--- src/rtl/hazard_scoreboard_pkg.sv ---
// Shared types and constants for the decode-stage hazard scoreboard.
// Entry register field is sized for the largest supported register file.
package hazard_scoreboard_pkg;

    localparam int NREGS_DEF   = 32;
    localparam int DEPTH_DEF   = 3;
    localparam int FWD_REGFILE = 0;
    // Register field width in an entry; NREGS up to 256 fits without changes.
    localparam int RW_MAX      = 8;

    typedef struct packed {
        logic              valid;
        logic              wr_en;
        logic [RW_MAX-1:0] wr_reg;
        logic              is_load;
    } sb_entry_t;

endpackage

--- src/rtl/hazard_match.sv ---
// Youngest-match priority encoder for one source port over the scoreboard entries.
// Returns whether a live writer of src exists, its entry index and whether its data is forwardable.
module hazard_match
    import hazard_scoreboard_pkg::*;
#(
    parameter int DEPTH      = DEPTH_DEF,
    parameter int LOAD_STAGE = 1,
    parameter int RW         = 5,
    parameter int SW         = $clog2(DEPTH + 1)
) (
    input  logic          use_src,
    input  logic [RW-1:0] src,
    input  sb_entry_t     entries [DEPTH],
    output logic          hit,
    output logic [SW-1:0] idx,
    output logic          ready
);

    // Scan oldest to youngest so the lowest matching index is the one left standing.
    always_comb begin
        hit   = 1'b0;
        idx   = '0;
        ready = 1'b0;
        for (int k = DEPTH - 1; k >= 0; k--) begin
            if (use_src && (src != '0) && entries[k].valid && entries[k].wr_en &&
                (entries[k].wr_reg == RW_MAX'(src))) begin
                hit   = 1'b1;
                idx   = SW'(k);
                ready = !entries[k].is_load || (k >= LOAD_STAGE);
            end
        end
    end

endmodule

--- src/rtl/hazard_scoreboard.sv ---
// Decode-stage hazard detection and forwarding select over a DEPTH-entry shift scoreboard.
// Define HAZARD_FWD_EN to enable forwarding; without it readers stall until the producer retires.
module hazard_scoreboard
    import hazard_scoreboard_pkg::*;
#(
    parameter int NREGS      = NREGS_DEF,
    parameter int RW         = $clog2(NREGS),
    parameter int DEPTH      = DEPTH_DEF,
    parameter int LOAD_STAGE = 1,
    parameter int SW         = $clog2(DEPTH + 1),
    parameter int CW         = 16
) (
    input  logic          clk,
    input  logic          rst_n,
    input  logic          id_valid,
    input  logic [RW-1:0] id_rs,
    input  logic [RW-1:0] id_rt,
    input  logic          id_use_rs,
    input  logic          id_use_rt,
    input  logic          id_wr_en,
    input  logic [RW-1:0] id_wr_reg,
    input  logic          id_is_load,
    input  logic          flush,
    output logic          stall,
    output logic          issue,
    output logic [SW-1:0] fwd_rs,
    output logic [SW-1:0] fwd_rt,
    output logic [CW-1:0] stall_cnt
);

    sb_entry_t     sb_q [DEPTH];
    sb_entry_t     sb_d [DEPTH];
    logic [CW-1:0] stall_cnt_q;
    logic [CW-1:0] stall_cnt_d;

    logic          hit_rs, hit_rt;
    logic          rdy_rs, rdy_rt;
    logic [SW-1:0] idx_rs, idx_rt;
    logic          hazard_rs, hazard_rt;

    hazard_match #(.DEPTH(DEPTH), .LOAD_STAGE(LOAD_STAGE), .RW(RW), .SW(SW)) u_match_rs (
        .use_src (id_use_rs),
        .src     (id_rs),
        .entries (sb_q),
        .hit     (hit_rs),
        .idx     (idx_rs),
        .ready   (rdy_rs)
    );

    hazard_match #(.DEPTH(DEPTH), .LOAD_STAGE(LOAD_STAGE), .RW(RW), .SW(SW)) u_match_rt (
        .use_src (id_use_rt),
        .src     (id_rt),
        .entries (sb_q),
        .hit     (hit_rt),
        .idx     (idx_rt),
        .ready   (rdy_rt)
    );

`ifdef HAZARD_FWD_EN
    assign hazard_rs = hit_rs && !rdy_rs;
    assign hazard_rt = hit_rt && !rdy_rt;
    assign fwd_rs    = hit_rs ? SW'(idx_rs + 1'b1) : SW'(FWD_REGFILE);
    assign fwd_rt    = hit_rt ? SW'(idx_rt + 1'b1) : SW'(FWD_REGFILE);
`else
    // Without forwarding any in-flight writer blocks the read until it has retired.
    logic unused_match;
    assign unused_match = ^{idx_rs, idx_rt, rdy_rs, rdy_rt};
    assign hazard_rs    = hit_rs;
    assign hazard_rt    = hit_rt;
    assign fwd_rs       = SW'(FWD_REGFILE);
    assign fwd_rt       = SW'(FWD_REGFILE);
`endif

    // A flushed instruction neither stalls nor issues.
    assign stall     = id_valid && !flush && (hazard_rs || hazard_rt);
    assign issue     = id_valid && !flush && !stall;
    assign stall_cnt = stall_cnt_q;

    always_comb begin
        sb_d[0] = '0;
        if (issue) begin
            sb_d[0].valid   = 1'b1;
            sb_d[0].wr_en   = id_wr_en;
            sb_d[0].wr_reg  = RW_MAX'(id_wr_reg);
            sb_d[0].is_load = id_is_load;
        end
        for (int k = 1; k < DEPTH; k++) begin
            sb_d[k] = sb_q[k-1];
        end
    end

    always_comb begin
        stall_cnt_d = stall_cnt_q;
        if (stall && (stall_cnt_q != {CW{1'b1}})) begin
            stall_cnt_d = stall_cnt_q + 1'b1;
        end
    end

    always_ff @(posedge clk or negedge rst_n) begin
        if (!rst_n) begin
            for (int k = 0; k < DEPTH; k++) begin
                sb_q[k] <= '0;
            end
            stall_cnt_q <= '0;
        end else begin
            sb_q        <= sb_d;
            stall_cnt_q <= stall_cnt_d;
        end
    end

endmodule

--- config.mk ---
export PLATFORM = sky130hd
export DESIGN_NAME = hazard_scoreboard
export DESIGN_NICKNAME = d
export VERILOG_FILES = /design/src/rtl/hazard_scoreboard_pkg.sv /design/src/rtl/hazard_match.sv /design/src/rtl/hazard_scoreboard.sv
export SDC_FILE = /design/constraint.sdc
export NUM_CORES = 1
export LEC_CHECK = 0
export ABC_CLOCK_PERIOD_IN_PS = 3700
export CAP_MARGIN = 20
export CORE_MARGIN = 8
export CORE_UTILIZATION = 35
export CTS_CLUSTER_DIAMETER = 60
export DETAILED_ROUTE_END_ITERATION = 7
export GPL_TIMING_DRIVEN = 0
export PLACE_DENSITY = 0.68
export SETUP_SLACK_MARGIN = 0.15
export SKIP_CTS_REPAIR_TIMING = 1
export SYNTH_ARGS = -nofsm -noshare
export SYNTH_HDL_FRONTEND = slang
export SYNTH_HIERARCHICAL = 1
export SYNTH_SLANG_ARGS = --single-unit
--- constraint.sdc ---
create_clock -name clk -period 3.7 [get_ports clk]
set_input_delay 0.74 -clock clk [delete_from_list [all_inputs] [get_ports clk]]
set_output_delay 0.74 -clock clk [all_outputs]
set_load 0.02 [all_outputs]
==> metrics.yaml, run 1 <==
cap_violations: 0
rsz0062_at_grt: "true"
die_height_um: 89.3
start_util: 0.366
io_pins: 45
reg2reg_slack_ps: 1080
place.port_buffers: 39
yosysWarningCount: 6
syn_to_final_growth_pct: 37.4
path_clk_slew_ps: 70
syn-instance-count: 163
dp_hpwl_um: 3220
setup_viol: 0
clk_path_buf_depth: 2
die_area_mm2: 0.00797
fillers: 505
reg2reg_to: "stall_cnt[15]"
numCtsBuffers: 5
hold_path_end: "sb_q[9]"
fp.coreArea_mm2: 0.00514
antenna_found_initial: 0
viasPerCell: 4.62
htreeDepth: 2
clk_latency_ps: 280
cts_sinks: 37
start_kind: "input pin"
drtIter0Drc: 46
die_x_um: 89.3
grt_start_max_net_pins: 38
final.period_utilization: 0.943
worstHoldPathCells: 0
clock_skew_ps: 6.92
path_max_fanout: 5
rr_worst_depth: 9
critPathRequiredTime_ps: 2960
period_minus_slack_ps: 3490
rows: 26
crit_path_end_kind: "primary output"
p_per_area_mw_per_mm2: 306
fmax_mhz: 287
relSlewSlack: 0.395
synth.avg_cell_area_um2: 11.5
crit_type: "input pin to primary output"
setup_slack_ps: 210
place_inst: 293
antenna_cells: 0
r2r_start: "sb_d[20]"
num-nets-final: 257
wl_um: 4270
instances_no_fill: 303
first_pass_iters: 4
placed_cell_area_mm2: 0.00243
peakVddDrop_mv: 0.196
finalMaxSlewViolations: 0
grt_pass1_wl_um: 7250
final_hold_viol_count: 0
cts_root_buf: "clkbuf_8"
wl_per_cell_um: 14.1
cts_tree: "done"
place_ws_ps: -991
hold_path.class: "register to register"
remaining_drc_errors: 0
track_usage: 0.119
power_leakage_nw: 1.16
min_from: "sb_d[9]"
status: "finished, final reports clean"
vias: 1401
total_power_mw: 0.790
first_global_vias: 1507
final_layout_size_suffix_gt1_frac: 0.142
worstPathArrival_ps: 2750
grt-ovfl-total: 0
fin_area_mm2: 0.00258
worstMarginPinSlew_ps: 900
final_antenna_net_count: 0
syn-cell-area_mm2: 0.00188
place_congestion: 0.828
==> state kept, by name, summed over array words and instances, names as in the netlist <==
signal / flops
stall_cnt: 16
sb_d: 14
sb_q: 7
==> metrics by stage <==
step	setup TNS (ps)	hold WS, ps	util
6_report	0	389	0.503
3_3_place_gp	-1430	368	0.474
4_1_cts	-1490	395	0.490
5_1_grt	0	413	0.503
2_1_floorplan	0	359	-
3_5_place_dp	-1470	379	0.473
==> power breakdown <==
| part | leakage [nW] | internal [mW] | total, mW | switching [mW] |
|---|---|---|---|---|
| Clock | 0.0443 | 0.148 | 0.278 | 0.131 |
| Combinational | 0.610 | 0.0468 | 0.0892 | 0.0423 |
| Sequential | 0.504 | 0.414 | 0.422 | 0.00862 |
| Total | 1.16 | 0.608 | 0.790 | 0.182 |
==> cells in the final DEF, fill, tap and decap left out, types with 2 or more instances in the layout <==
| cell type | n |
|---|---|
| nor3_1 | 5 |
| and4_1 | 2 |
| buf_4 | 7 |
| nor4_1 | 4 |
| nor4_2 | 2 |
| nand3_1 | 7 |
| dfrtp_1 | 37 |
| conb_1 | 22 |
| and2_1 | 6 |
| nand4_1 | 11 |
| clkbuf_1 | 2 |
| or4_4 | 2 |
| nor4b_1 | 2 |
| nor3_2 | 2 |
| clkbuf_2 | 2 |
| nand4b_1 | 4 |
| or3_1 | 3 |
| clkdlybuf4s50_1 | 28 |
| xor2_1 | 11 |
| dlymetal6s2s_1 | 8 |
| and3_1 | 2 |
| clkbuf_8 | 6 |
| nor3b_1 | 4 |
| xnor2_1 | 34 |
| nand2_1 | 5 |
==> area by class of cell <==
cell class / instances / area (um^2) / area share
Buffer: 6 / 45.0 / 0.0174
Clock buffer: 7 / 86.3 / 0.0334
Multi-Input combinational cell: 141 / 1020 / 0.395
Sequential cell: 37 / 926 / 0.358
Tap cell: 70 / 87.6 / 0.0339
Timing Repair Buffer: 42 / 418 / 0.162
==> routing by layer <==
layer / global-route usage / part of all wire
met5: 0 / 0
met4: 0.0468 / 0.015
met3: 0.0524 / 0.079
met2: 0.182 / 0.46
met1: 0.142 / 0.45
==> worst max-delay path: stages <==
cell and delay [ps]:
dlymetal6s2s_1 200, or4_4 570, o21ai_4 200, nor3_2 70
or3_1 470, nor3_4 280, clkbuf_2 220
==> worst max path at each step <==
stage                         from     to  slack, ps
after floorplan           id_rt[1]  issue        320
after global placement    id_rt[1]  issue       -960
after detailed placement  id_rt[4]  issue       -990
after CTS                 id_rs[1]  issue      -1000
after global routing      id_rs[1]  issue        120
final                     id_rs[1]  issue        210
Power figures use the tool's default switching activity.
==> run 2, diff against run 1 <==
Settings changed: CTS_CLUSTER_SIZE set to 30, PLACE_DENSITY 0.68 to not set.
==> run 2 against run 1 <==
  * Core utilization about the same
  * Fmax rose by 2.5%
  * Clock-buffer cell count did not move
  * Largest cell class unchanged
  * Largest power group unchanged
==> metrics.yaml, run 2 (synthesis gave the netlist of run 1 again) <==
fin_area_mm2: 0.00258
place_congestion: 0.771
instances_no_fill: 303
multiInputGateArea_mm2: 0.00102
drtIter0Drc: 31
antenna_cells: 0
dp_hpwl_um: 3170
status: "finished, final reports clean"
place_inst: 293
register_area_um2: 926
worstPathArrival_ps: 2670
grt_start_max_net_pins: 38
layout_common_cells: "dfrtp_1 (37), xnor2_1 (34), clkdlybuf4s50_1 (28), conb_1 (22)"
grt-ovfl-total: 0
io_pins: 45
placed_cell_area_mm2: 0.00243
clk_path_buf_depth: 2
crit_type: "input pin to primary output"
clk_latency_ps: 280
final_common_cell: "dfrtp_1"
final_antenna_net_count: 0
remaining_drc_errors: 0
track_usage: 0.116
period_minus_slack_ps: 3410
final_hold_viol_count: 0
antenna_found_initial: 0
fin_setup_tns_ps: 0
power_leakage_nw: 1.15
peakVddDrop_mv: 0.189
rsz0062_at_grt: "false"
finalMaxSlewViolations: 0
worstMarginPinSlew_ps: 984
hold_path.class: "register to register"
wl_per_cell_um: 13.9
path_max_fanout: 5
viasPerCell: 4.68
syn_to_final_growth_pct: 37.3
cts_root_buf: "clkbuf_8"
setup_viol: 0
grt_pass1_wl_um: 6990
num-nets-final: 257
fmax_mhz: 294
largest_reg_flops: 16
die_height_um: 89.3
cts_sinks: 37
final_layout_size_suffix_gt1_frac: 0.142
crit_path_end_kind: "primary output"
first_global_vias: 1463
fp.coreArea_mm2: 0.00514
total_power_mw: 0.791
place.port_buffers: 39
final.period_utilization: 0.920
path_clk_slew_ps: 70
critPathRequiredTime_ps: 2960
start_kind: "input pin"
cap_violations: 0
start_util: 0.366
die_area_mm2: 0.00797
cts_tree: "done"
die_x_um: 89.3
fillers: 513
wl_um: 4230
htreeDepth: 2
p_per_area_mw_per_mm2: 306
numCtsBuffers: 5
rows: 26
clock_skew_ps: 6.79
vias: 1418
first_pass_iters: 4
relSlewSlack: 0.338
## run 2: changes by cell type in the layout (fill, tap and decap cells not counted)
cell and change:
buf_4 +1, clkbuf_2 -1, nor2_2 +1, nor2_4 -1, or3_1 -1, or3_4 +1, or4_1 +1, or4_4 -1
## run 2: metal layers
layer / vias up / wire length, um / global-route usage / part of all wire
met4: 0 / 48 / 0.0317 / 0.011
li1: 690 / - / - / -
met1: 682 / 1880 / 0.144 / 0.44
met2: 39 / 1960 / 0.179 / 0.46
met3: 7 / 338 / 0.0469 / 0.080
met5: - / 0 / 0 / 0
## run 2: final timing paths
check	to	cells after the start	start	slack (ps)
min reg2reg	sb_q[9]	0	sb_d[9]	390
max in group asynchronous	sb_q[2]	1	rst_n	2630
max	stall	8	id_rs[1]	290
min	sb_q[9]	0	sb_d[9]	390
max reg2reg	stall_cnt[9]	9	sb_d[20]	1060
min in group asynchronous	stall_cnt[9]	1	rst_n	550
## run 2: area by class of cell
cell class | count | share of cell area
Multi-Input combinational cell | 141 | 0.394
Sequential cell | 37 | 0.359
Timing Repair Buffer | 42 | 0.163
Tap cell | 70 | 0.0339
Clock buffer | 7 | 0.0334
Buffer | 6 | 0.0174
## run 2: per-stage QoR
| stage | hold WS (ps) | setup slack (ps) | util |
|---|---|---|---|
| 2_1_floorplan | 359 | 322 | - |
| 3_3_place_gp | 371 | -988 | 0.474 |
| 3_5_place_dp | 378 | -1050 | 0.473 |
| 4_1_cts | 394 | -1050 | 0.490 |
| 5_1_grt | 411 | 169 | 0.502 |
| 6_report | 391 | 294 | 0.502 |
## run 2: worst max-delay path: stages
cell	delay (ps)
dlymetal6s2s_1	190
or4_1	590
o21ai_4	200
nor3_2	60
or3_1	440
nor2_2	180
nor2_2	90
clkbuf_2	170
## run 2: power breakdown
| group | total [mW] | switching (mW) | internal [mW] |
|---|---|---|---|
| Sequential | 0.422 | 0.00840 | 0.414 |
| Combinational | 0.0884 | 0.0416 | 0.0468 |
| Clock | 0.281 | 0.133 | 0.148 |
| Total | 0.791 | 0.183 | 0.608 |
